==> config.mk <==
export PLATFORM = sky130hd
export DESIGN_NAME = dsp_mac_sequencer
export DESIGN_NICKNAME = d
export VERILOG_FILES = /design/src/rtl/dsp_mac_sequencer.sv
export SDC_FILE = /design/constraint.sdc
export NUM_CORES = 1
export LEC_CHECK = 0
export CAP_MARGIN = 20
export CORE_MARGIN = 5
export CORE_UTILIZATION = 40
export DETAILED_ROUTE_END_ITERATION = 6
export PLACE_DENSITY = 0.77
export SETUP_SLACK_MARGIN = 0.15
export SYNTH_ARGS = -nofsm -noshare
export SYNTH_HDL_FRONTEND = slang
export SYNTH_SLANG_ARGS = --single-unit
==> constraint.sdc <==
create_clock -name clk -period 2.52 [get_ports clk]
set_clock_uncertainty 0.05 [all_clocks]
set_input_delay 0.252 -clock clk [delete_from_list [all_inputs] [get_ports clk]]
set_output_delay 0.252 -clock clk [all_outputs]
set_load 0.1 [all_outputs]
==> src/rtl/dsp_mac_sequencer.sv <==
// Streams signed 18x18 operand pairs into a DSP48A1 slice as a MAC, sequences
// the per-sample OPMODE, drains the slice pipeline and returns the burst sum.
module dsp_mac_sequencer #(
    parameter int LAT     = 3,
    parameter int OP_DLY  = 2,
    parameter int MAX_LEN = 1024,
    parameter int CNT_W   = 16
) (
    input  logic                    clk,
    input  logic                    rst_n,
    input  logic                    s_valid,
    output logic                    s_ready,
    input  logic signed [17:0]      s_a,
    input  logic signed [17:0]      s_b,
    input  logic                    s_last,
    output logic                    m_valid,
    input  logic                    m_ready,
    output logic signed [47:0]      m_data,
    output logic [CNT_W-1:0]        m_count,
    output logic                    m_trunc,
    output logic signed [17:0]      dsp_a,
    output logic signed [17:0]      dsp_b,
    output logic [7:0]              dsp_opmode,
    output logic                    dsp_ce,
    output logic                    dsp_rst,
    input  logic signed [47:0]      dsp_p
);

    localparam int DLY_W = (LAT < 1) ? 1 : $clog2(LAT + 1);
    localparam logic [7:0] OP_IDLE  = 8'h00;  // X=0, Z=0
    localparam logic [7:0] OP_FIRST = 8'h01;  // X=M, Z=0
    localparam logic [7:0] OP_ACC   = 8'h09;  // X=M, Z=P
    localparam logic [7:0] OP_HOLD  = 8'h08;  // X=0, Z=P

    typedef enum logic [1:0] {IDLE, RUN, DRAIN, OUT} state_t;

    state_t                state_q, state_d;
    logic                  s_ready_q, s_ready_d;
    logic                  m_valid_q, m_valid_d;
    logic signed [47:0]    m_data_q, m_data_d;
    logic [CNT_W-1:0]      m_count_q, m_count_d, cnt_inc;
    logic                  m_trunc_q, m_trunc_d;
    logic signed [17:0]    dsp_a_q, dsp_a_d, dsp_b_q, dsp_b_d;
    logic [7:0]            op_q [OP_DLY];
    logic [7:0]            op_d [OP_DLY];
    logic [DLY_W-1:0]      dly_q, dly_d;
    logic                  dsp_rst_q;
    logic                  accept;
    logic [7:0]            tag;

    always_comb begin
        state_d   = state_q;
        m_valid_d = m_valid_q;
        m_data_d  = m_data_q;
        m_count_d = m_count_q;
        m_trunc_d = m_trunc_q;
        dly_d     = dly_q;
        accept    = s_valid & s_ready_q;
        cnt_inc   = m_count_q + 1'b1;
        tag       = OP_HOLD;
        dsp_a_d   = accept ? s_a : 18'sd0;
        dsp_b_d   = accept ? s_b : 18'sd0;

        case (state_q)
            IDLE: begin
                tag = OP_IDLE;
                if (accept) begin
                    tag       = OP_FIRST;
                    m_count_d = {{(CNT_W-1){1'b0}}, 1'b1};
                    m_trunc_d = 1'b0;
                    state_d   = RUN;
                    if (s_last || MAX_LEN == 1) begin
                        state_d   = DRAIN;
                        dly_d     = DLY_W'(LAT);
                        m_trunc_d = ~s_last;
                    end
                end
            end
            RUN: begin
                if (accept) begin
                    tag       = OP_ACC;
                    m_count_d = cnt_inc;
                    if (s_last) begin
                        state_d = DRAIN;
                        dly_d   = DLY_W'(LAT);
                    end else if (cnt_inc == CNT_W'(MAX_LEN)) begin
                        state_d   = DRAIN;
                        dly_d     = DLY_W'(LAT);
                        m_trunc_d = 1'b1;
                    end
                end
            end
            DRAIN: begin
                // The final product reaches P exactly when the counter expires.
                if (dly_q == '0) begin
                    m_data_d  = dsp_p;
                    m_valid_d = 1'b1;
                    state_d   = OUT;
                end else begin
                    dly_d = dly_q - 1'b1;
                end
            end
            default: begin
                if (m_ready) begin
                    m_valid_d = 1'b0;
                    m_count_d = '0;
                    m_trunc_d = 1'b0;
                    state_d   = IDLE;
                end
            end
        endcase

        s_ready_d = (state_d == IDLE) || (state_d == RUN);

        op_d[0] = tag;
        for (int i = 1; i < OP_DLY; i++) begin
            op_d[i] = op_q[i-1];
        end
    end

    always_ff @(posedge clk or negedge rst_n) begin
        if (!rst_n) begin
            state_q   <= IDLE;
            s_ready_q <= 1'b0;
            m_valid_q <= 1'b0;
            m_data_q  <= '0;
            m_count_q <= '0;
            m_trunc_q <= 1'b0;
            dsp_a_q   <= '0;
            dsp_b_q   <= '0;
            dly_q     <= '0;
            dsp_rst_q <= 1'b1;
            for (int i = 0; i < OP_DLY; i++) begin
                op_q[i] <= OP_IDLE;
            end
        end else begin
            state_q   <= state_d;
            s_ready_q <= s_ready_d;
            m_valid_q <= m_valid_d;
            m_data_q  <= m_data_d;
            m_count_q <= m_count_d;
            m_trunc_q <= m_trunc_d;
            dsp_a_q   <= dsp_a_d;
            dsp_b_q   <= dsp_b_d;
            dly_q     <= dly_d;
            dsp_rst_q <= 1'b0;
            op_q      <= op_d;
        end
    end

    assign s_ready    = s_ready_q;
    assign m_valid    = m_valid_q;
    assign m_data     = m_data_q;
    assign m_count    = m_count_q;
    assign m_trunc    = m_trunc_q;
    assign dsp_a      = dsp_a_q;
    assign dsp_b      = dsp_b_q;
    assign dsp_opmode = op_q[OP_DLY-1];
    assign dsp_ce     = 1'b1;
    assign dsp_rst    = dsp_rst_q;

endmodule

# Word level (Yosys, flattened, before mapping)
# Index checks and enable logic that the tools add are counted.
# totals
word_cells,76
latchBits,0
input_bits,89
register_bits,124
romBits,0
ramBits,0
memories,0
# op_classes
shifts,0
order_cmp,0
n_mux,33
mul,0
n_addsub,2
n_eq_ne,12
bitwise,4
div,0
n_reduce_logical,13
# ops
op,count
two-way mux 16 bit,3
case mux 16 bit (3 select lines),1
two-way mux 18 bit,2
two-way mux 2 bit,13
adder 16 x 1 -> 16 bit (second input constant),1
== test 16 x 11 -> 1 bit (second input constant),1
inequality test 2 bit (second input constant),7
case mux 2 bit (3 select lines),2
AND reduction 6 bit,2
two-way mux 1 bit,9
case mux 4 bit (2 select lines),1
zero test 2 bit,3
nonzero test 3 bit,2
== test 2 x 1 -> 1 bit (second input constant),2
AND reduction 4 bit,1
inequality test 3 bit (second input constant),1
inverter 1 bit,3
case mux 1 bit (3 select lines),1
AND reduction 3 bit,1
== test 2 bit (second input constant),1
case mux 1 bit (2 select lines),1
AND reduction 2 bit,1
nonzero test 2 bit,1
OR reduction 2 bit,1
3 further kinds,3

# Longest topological paths before layout
# Gate-level depths: netlist of the first run.
# logic_depth
word_depth,8
depth_mapped,7
ltp_nobuf,7

# Worst setup path after synthesis of the first run
# Ideal clock, no wire load.
# synth_timing
path_type,reg2reg
start,"register m_count_q[0], in the netlist m_count[0]"
end,register dly_q[0]
slack_ns,-0.364
path_buffers,0
path_stages_with_launch,8
t_required_ns,2.390
synth_period_minus_slack_ns,2.884
arrival_time_ns,2.755
cell_sequence,dfrtp_1 ha_1 nand2_1 nor2_1 and4_2 a31oi_1 nor4b_1 a2bb2oi_1
# synth_via
elab_chain_len,4
# synth_rtl
item,line_no,rtl
start: declaration,41,"logic [CNT_W-1:0] m_count_q, m_count_d, cnt_inc;"
start signal: assignment,141,m_count_q <= m_count_d;
adder 16 x 1 -> 16 bit,59,cnt_inc = m_count_q + 1'b1;
== test 16 x 11 -> 1 bit,86,end else if (cnt_inc == CNT_W'(MAX_LEN)) begin
inequality test 3 bit (no source line),--,
AND reduction 6 bit (no source line),--,
end signal: assignment,145,dly_q <= dly_d;
end: declaration,46,"logic [DLY_W-1:0] dly_q, dly_d;"
# No other way between the ends.
# A chain may end at the register's enable or synchronous reset.

# Worst setup path in the final report of the first run
# layout_timing
start,"register m_count_q[1], in the netlist m_count[1]"
end,"register s_ready_q, in the netlist s_ready"
# layout_via
elab_chain_len,8
elab_cells_between_ends,9
cone_classes,add/sub: 1; eq/ne: 2; mux: 4; reduce/logical: 2
# layout_rtl
item,line_no,rtl
adder 16 x 1 -> 16 bit *,59,
== test 16 x 11 -> 1 bit *,86,
two-way mux 2 bit *,86,
two-way mux 2 bit *,83,if (s_last) begin
two-way mux 2 bit *,80,if (accept) begin
case mux 2 bit (3 select lines) *,64,case (state_q)
== test 2 x 1 -> 1 bit or zero test 2 bit (tied branches),113,s_ready_d = (state_d == IDLE) || (state_d == RUN);
logical OR 1 bit *,113,
net s_ready_d,38,"logic s_ready_q, s_ready_d;"
end signal: assignment,138,s_ready_q <= s_ready_d;
end: declaration,38,
# Mark *: on every way through the listed nets, which the timed path passes. The rest lies on a longest branch.

==> impl_metrics.py, run 1 <==
metrics = {
    "run_status": {
        "status": "complete, no violations",
    },
    "hold_path": {
        "min_path_type": "flop to flop",
        "min-delay-start": "op_d[0]",
    },
    "synthesis": {
        "ys_seq_elements": 112,
        "synth_top_area_frac": 0.603,
        "syn-cell-area_um2": 4610,
        "yosysWarningCount": 0,
        "synth_area_leader_cell": "dfrtp_1",
        "yosysSeqAreaShare": 0.609,
        "synthFlopType": "dfrtp_1",
        "synth.top_cells.by_area": "dfrtp_1, mux2_2, and3_1",
        "syn_avg_cell_area_um2": 12.6,
        "synth_edf_count": 0,
        "synth.distinct_cells": 51,
        "synthCells": 367,
        "synthArstFlopShare": 1.00,
    },
    "sta": {
        "tns_ps": 0,
        "final-setup-viol-count": 0,
        "final_max_slew_viol_count": 0,
        "hold_viol_final": 0,
        "min_period_over_period": 0.921,
        "timing.fmax_ghz": 0.431,
        "maxSlewHeadroom": 0.517,
        "period_needed_ps": 2320,
        "rsz0062_at_grt": "yes",
        "tightest_slew_ps": 723,
    },
    "global_routing": {
        "grt_max_degree": 52,
        "antenna_found_initial": 0,
        "track_usage": 0.169,
        "gr-total-overflow": 0,
        "grt_pass1_wl_mm": 19.1,
        "grt_pass1_vias": 3786,
    },
    "finish": {
        "antennaDiodeCount": 0,
        "drive_above_1_share": 0.370,
        "final_core_util": 0.600,
        "nFillCells": 929,
        "fin_nets": 656,
        "mostFrequentLayoutCells": "buf_4, dfrtp_1, clkdlybuf4s50_1",
        "syn2layout_area_growth_pct": 48.1,
        "instances_no_fill": 713,
        "layout_commonest_cell": "buf_4",
    },
    "setup_path": {
        "cp-startpoint": "m_count[1]",
        "arrival_ps": 2500,
        "critPathMaxFanout": 7,
        "worstSetupPathType": "flop to flop",
        "crit_path_start_kind": "flop",
        "r2r-start": "m_count[1]",
        "cp-end-kind": "flop",
        "required_ps": 2700,
    },
    "clocking": {
        "clk_pin_slew_worst_paths_ps": 70,
        "cts_tree": "done",
        "clockBufferDepth": 2,
        "cts-root-buf": "clkbuf_16",
        "clk_latency_ps": 340,
        "cts_buffers": 9,
        "htree_levels": 3,
        "clock_sinks": 112,
    },
    "floorplanning": {
        "rows": 39,
        "die_w_um": 117,
        "initial_core_util": 0.405,
        "die_h_um": 117,
        "die-area_um2": 13800,
        "core-area_um2": 11400,
        "io_pins": 202,
    },
    "drt": {
        "initialDrtViolationCount": 177,
        "wl_per_cell_um": 16.7,
        "ant_nets": 0,
        "drt_pass1_iterations": 5,
        "drc": 0,
        "totalWireLength_mm": 11.9,
        "vias": 3646,
        "avgViaCountPerCell": 5.11,
    },
    "placed_design": {
        "placedCellCount": 692,
        "routabilityCongestion": 0.818,
        "hpwl_mm": 8.69,
        "port_buffers": 194,
    },
    "flow_run": {
        "cap_violations": 0,
    },
}
==> registers in the layout, summed over array words and instances, names as in the netlist <==
register    flops
dly_q           2
m_trunc         1
m_valid         1
m_count        16
dsp_a          18
dsp_opmode      2
dsp_b          18
dsp_rst         1
state_q         2
s_ready         1
op_d            2
m_data         48
==> area by class of cell <==
class,instances,area (um2),area share
clock buffers,13,250,0.0367
clock inverters,3,17.5,0.00257
inverters,2,7.51,0.00110
multi-input cells,231,1710,0.250
flip-flops and latches,112,2840,0.417
well taps,143,179,0.0262
repair buffers,209,1820,0.267
==> Yosys cell counts (2+ instances only) <==
| master | n |
|---|---|
| dfrtp_1 | 111 |
| mux2_2 | 48 |
| and3_1 | 40 |
| o21ai_0 | 28 |
| nor2_1 | 16 |
| clkbuf_1 | 14 |
| nand2_1 | 14 |
| buf_4 | 10 |
| a21oi_1 | 8 |
| nand3_1 | 7 |
| nand4_1 | 6 |
| a211oi_1 | 4 |
| nand2b_1 | 4 |
| a31oi_1 | 3 |
| and2_2 | 3 |
| o31ai_1 | 3 |
| xor2_1 | 3 |
| a211o_1 | 2 |
| a2bb2oi_1 | 2 |
| buf_1 | 2 |
| conb_1 | 2 |
| ha_1 | 2 |
| inv_1 | 2 |
| mux2i_1 | 2 |
| nand3b_1 | 2 |
| nor2b_1 | 2 |
| nor3b_1 | 2 |
| nor4_1 | 2 |
==> what timing repair did <==
| action | CTS | global route |
|---|---|---|
| gates resized for setup | 1 | 6 |
| hold buffers | 1 | 0 |
| pin swaps | 0 | 3 |
| buffers inserted | 0 | 4 |
| hold endpoints to repair | 37 | 0 |
| setup endpoints to repair | 2 | 4 |
==> per-stage QoR <==
| stage | cell area [um2] | worst slack, ps | hold slack [ps] |
|---|---|---|---|
| floorplan | 4690 | 155 | -93.6 |
| global placement | 6480 | 207 | 212 |
| detailed placement | 6490 | 165 | 224 |
| CTS | 6770 | 158 | 303 |
| global route | 6820 | 38.3 | 310 |
| finish | 6820 | 200 | 302 |
==> worst paths after layout <==
kind	endpoint	slack (ps)	depth (start not counted)
min reg2reg	dsp_opmode[0]	300	0
min	dsp_opmode[0]	300	0
max reg2reg	s_ready	200	8
max	s_ready	200	8
max in group asynchronous	dly_q[1]	1310	3
min in group asynchronous	m_data[21]	390	2
==> layer usage <==
layer	track usage	routed length [um]
met2	0.277	5890
met4	0.0609	240
met3	0.0626	1040
met1	0.203	4760
met5	0	0
==> kinds of logic (layout without fill, tap and decap cells) <==
logic type	after synthesis	count (layout)	share of synthesized area
DFF	112	112	0.609
and+or+nand+nor	107	107	0.135
AOI/OAI and AO/OA	60	60	0.0839
muxes	50	50	0.122
buffers and inverters	30	227	0.0364
xor gates and xnor gates	4	4	0.00761
adders and majority gates	2	2	0.00543
other	2	8	0.00163
==> worst max-delay path, stage by stage, from the launching register on <==
cell and delay [ps]:
dfrtp_4 430, buf_4 120, nand3_4 110, or4_1 550, o31a_1 150, a2111oi_2 230, nand4b_1 210, buf_4 180
o21a_1 180
Power of run 1 is left out: the tool's default activity adds up to more than one toggle a clock period on the data nets, which glitch-free logic cannot reach.
==> run 2, diff against run 1 <==
--- a/config.mk
+++ b/config.mk
@@ -9,6 +9,7 @@
 export CORE_MARGIN = 5
 export CORE_UTILIZATION = 40
 export DETAILED_ROUTE_END_ITERATION = 6
+export HOLD_SLACK_MARGIN = 0.02
 export PLACE_DENSITY = 0.77
 export SETUP_SLACK_MARGIN = 0.15
 export SYNTH_ARGS = -nofsm -noshare
==> results of run 2 <==
Final layout, timing and power as in run 1 (identical DEF).
Power of run 2 is left out for the same reason.
==> run 3, diff against run 2 <==
--- a/config.mk
+++ b/config.mk
@@ -8,8 +8,10 @@
 export CAP_MARGIN = 20
 export CORE_MARGIN = 5
 export CORE_UTILIZATION = 40
+export CTS_BUF_LIST = sky130_fd_sc_hd__clkbuf_16
 export DETAILED_ROUTE_END_ITERATION = 6
 export HOLD_SLACK_MARGIN = 0.02
+export MAX_ROUTING_LAYER = met4
 export PLACE_DENSITY = 0.77
 export SETUP_SLACK_MARGIN = 0.15
 export SYNTH_ARGS = -nofsm -noshare
==> impl_metrics.py, run 3 (synthesis results as in run 1) <==
metrics = {
    "clocking": {
        "cts_tree": "done",
        "clock_sinks": 112,
        "clk_latency_ps": 340,
        "htree_levels": 3,
        "clockBufferDepth": 2,
        "cts_buffers": 9,
        "cts-root-buf": "clkbuf_16",
        "clk_pin_slew_worst_paths_ps": 70,
    },
    "global_routing": {
        "grt_pass1_vias": 3721,
        "grt_pass1_wl_mm": 18.8,
        "grt_use_met1": 0.209,
        "track_usage": 0.171,
        "antenna_found_initial": 0,
        "busiest_layer": "met2",
        "use_met2": 0.263,
        "gr-total-overflow": 0,
        "grt_max_degree": 52,
        "grtUsageMet3": 0.0534,
    },
    "setup_path": {
        "cp_slowest_cell": "dfrtp_4",
        "cp-end-kind": "flop",
        "critPathTopFamily": "simple AND/OR/NAND/NOR gates",
        "required_ps": 2700,
        "cp_cell_sequence": "ha_4 -> and2_4 -> and2_4 -> mux2i_2 -> a2111oi_2 -> nand4b_1 -> buf_4 -> o21a_1",
        "crit_top_cell": "and2_4",
        "critPathMaxStageDelay_ps": 520,
        "critPathBufInv": 1,
        "critPathMaxFanout": 6,
        "arrival_ps": 2470,
        "worstSetupPathType": "flop to flop",
        "crit_path_start_kind": "flop",
    },
    "drt": {
        "wl_per_cell_um": 16.4,
        "avgViaCountPerCell": 5.06,
        "totalWireLength_mm": 11.8,
        "drc": 0,
        "drt_pass1_iterations": 4,
        "initialDrtViolationCount": 187,
        "vias": 3630,
        "ant_nets": 0,
    },
    "sta": {
        "hold_viol_final": 0,
        "rsz0062_at_grt": "no",
        "tightest_slew_ps": 704,
        "setup_ws_ps": 236,
        "timing.fmax_ghz": 0.438,
        "final-setup-viol-count": 0,
        "tns_ps": 0,
        "period_needed_ps": 2280,
        "final_max_slew_viol_count": 0,
        "maxSlewHeadroom": 0.530,
        "min_period_over_period": 0.906,
    },
    "floorplanning": {
        "io_pins": 202,
        "die-area_um2": 13800,
        "die_w_um": 117,
        "die_h_um": 117,
        "rows": 39,
        "core-area_um2": 11400,
        "initial_core_util": 0.405,
    },
    "placed_design": {
        "routabilityCongestion": 0.845,
        "placedCellCount": 693,
        "hpwl_mm": 8.64,
        "pre_cts_slack_ps": 145,
        "port_buffers": 194,
    },
    "flow_run": {
        "cap_violations": 0,
    },
    "finish": {
        "layout_commonest_cell": "buf_4",
        "drive_above_1_share": 0.371,
        "syn2layout_area_growth_pct": 48.6,
        "antennaDiodeCount": 0,
        "fin_nets": 660,
        "nFillCells": 916,
        "mostFrequentLayoutCells": "buf_4, dfrtp_1, clkdlybuf4s50_1",
        "instances_no_fill": 717,
        "largest_reg_flops": 48,
    },
    "hold_path": {
        "min_path_type": "flop to flop",
    },
    "run_status": {
        "status": "complete, no violations",
    },
}
## run 3: metrics by stage
stage / utilization / area, um2 / hold WS (ps)
detailed placement: 0.571 / 6500 / 237
global route: 0.602 / 6840 / 308
finish: 0.602 / 6840 / 299
floorplan: - / 4690 / -93.6
CTS: 0.595 / 6770 / 301
global placement: 0.570 / 6480 / 232
## run 3: metal layers
layer | up-vias | routed length, um
met1 | 1770 | 4950
met3 | 19 | 892
met2 | 143 | 5670
met4 | 0 | 240
met5 | - | 0
li1 | 1698 | -
## run 3: worst paths after layout
kind                       startpoint            end  slack, ps  depth (start not counted)
max                        m_count[0]        s_ready        240                          8
min                           op_d[0]  dsp_opmode[0]        300                          0
max reg2reg                m_count[0]        s_ready        240                          8
min reg2reg                   op_d[0]  dsp_opmode[0]        300                          0
max in group asynchronous       rst_n        dsp_rst       1300                          3
min in group asynchronous       rst_n     m_data[19]        420                          2
## run 3: area by class of cell
class                           instances  area [um2]  area share
Inverter                                2        7.51     0.00110
Multi-Input combinational cell        231        1700       0.249
Clock buffer                            9         225      0.0329
Timing Repair Buffer                  213        1860       0.271
Sequential cell                       112        2840       0.415
Clock inverter                          7        31.3     0.00457
Tap cell                              143         179      0.0261
## run 3: what timing repair did
item | 4_1_cts | 5_1_grt
setup buffers | 1 | 6
endpoints found under the hold margin | 40 | 0
setup endpoints to repair | 1 | 6
gates resized for setup | 0 | 10
pin swaps | 1 | 5
hold buffers | 1 | 0
Power of run 3 is left out for the same reason.
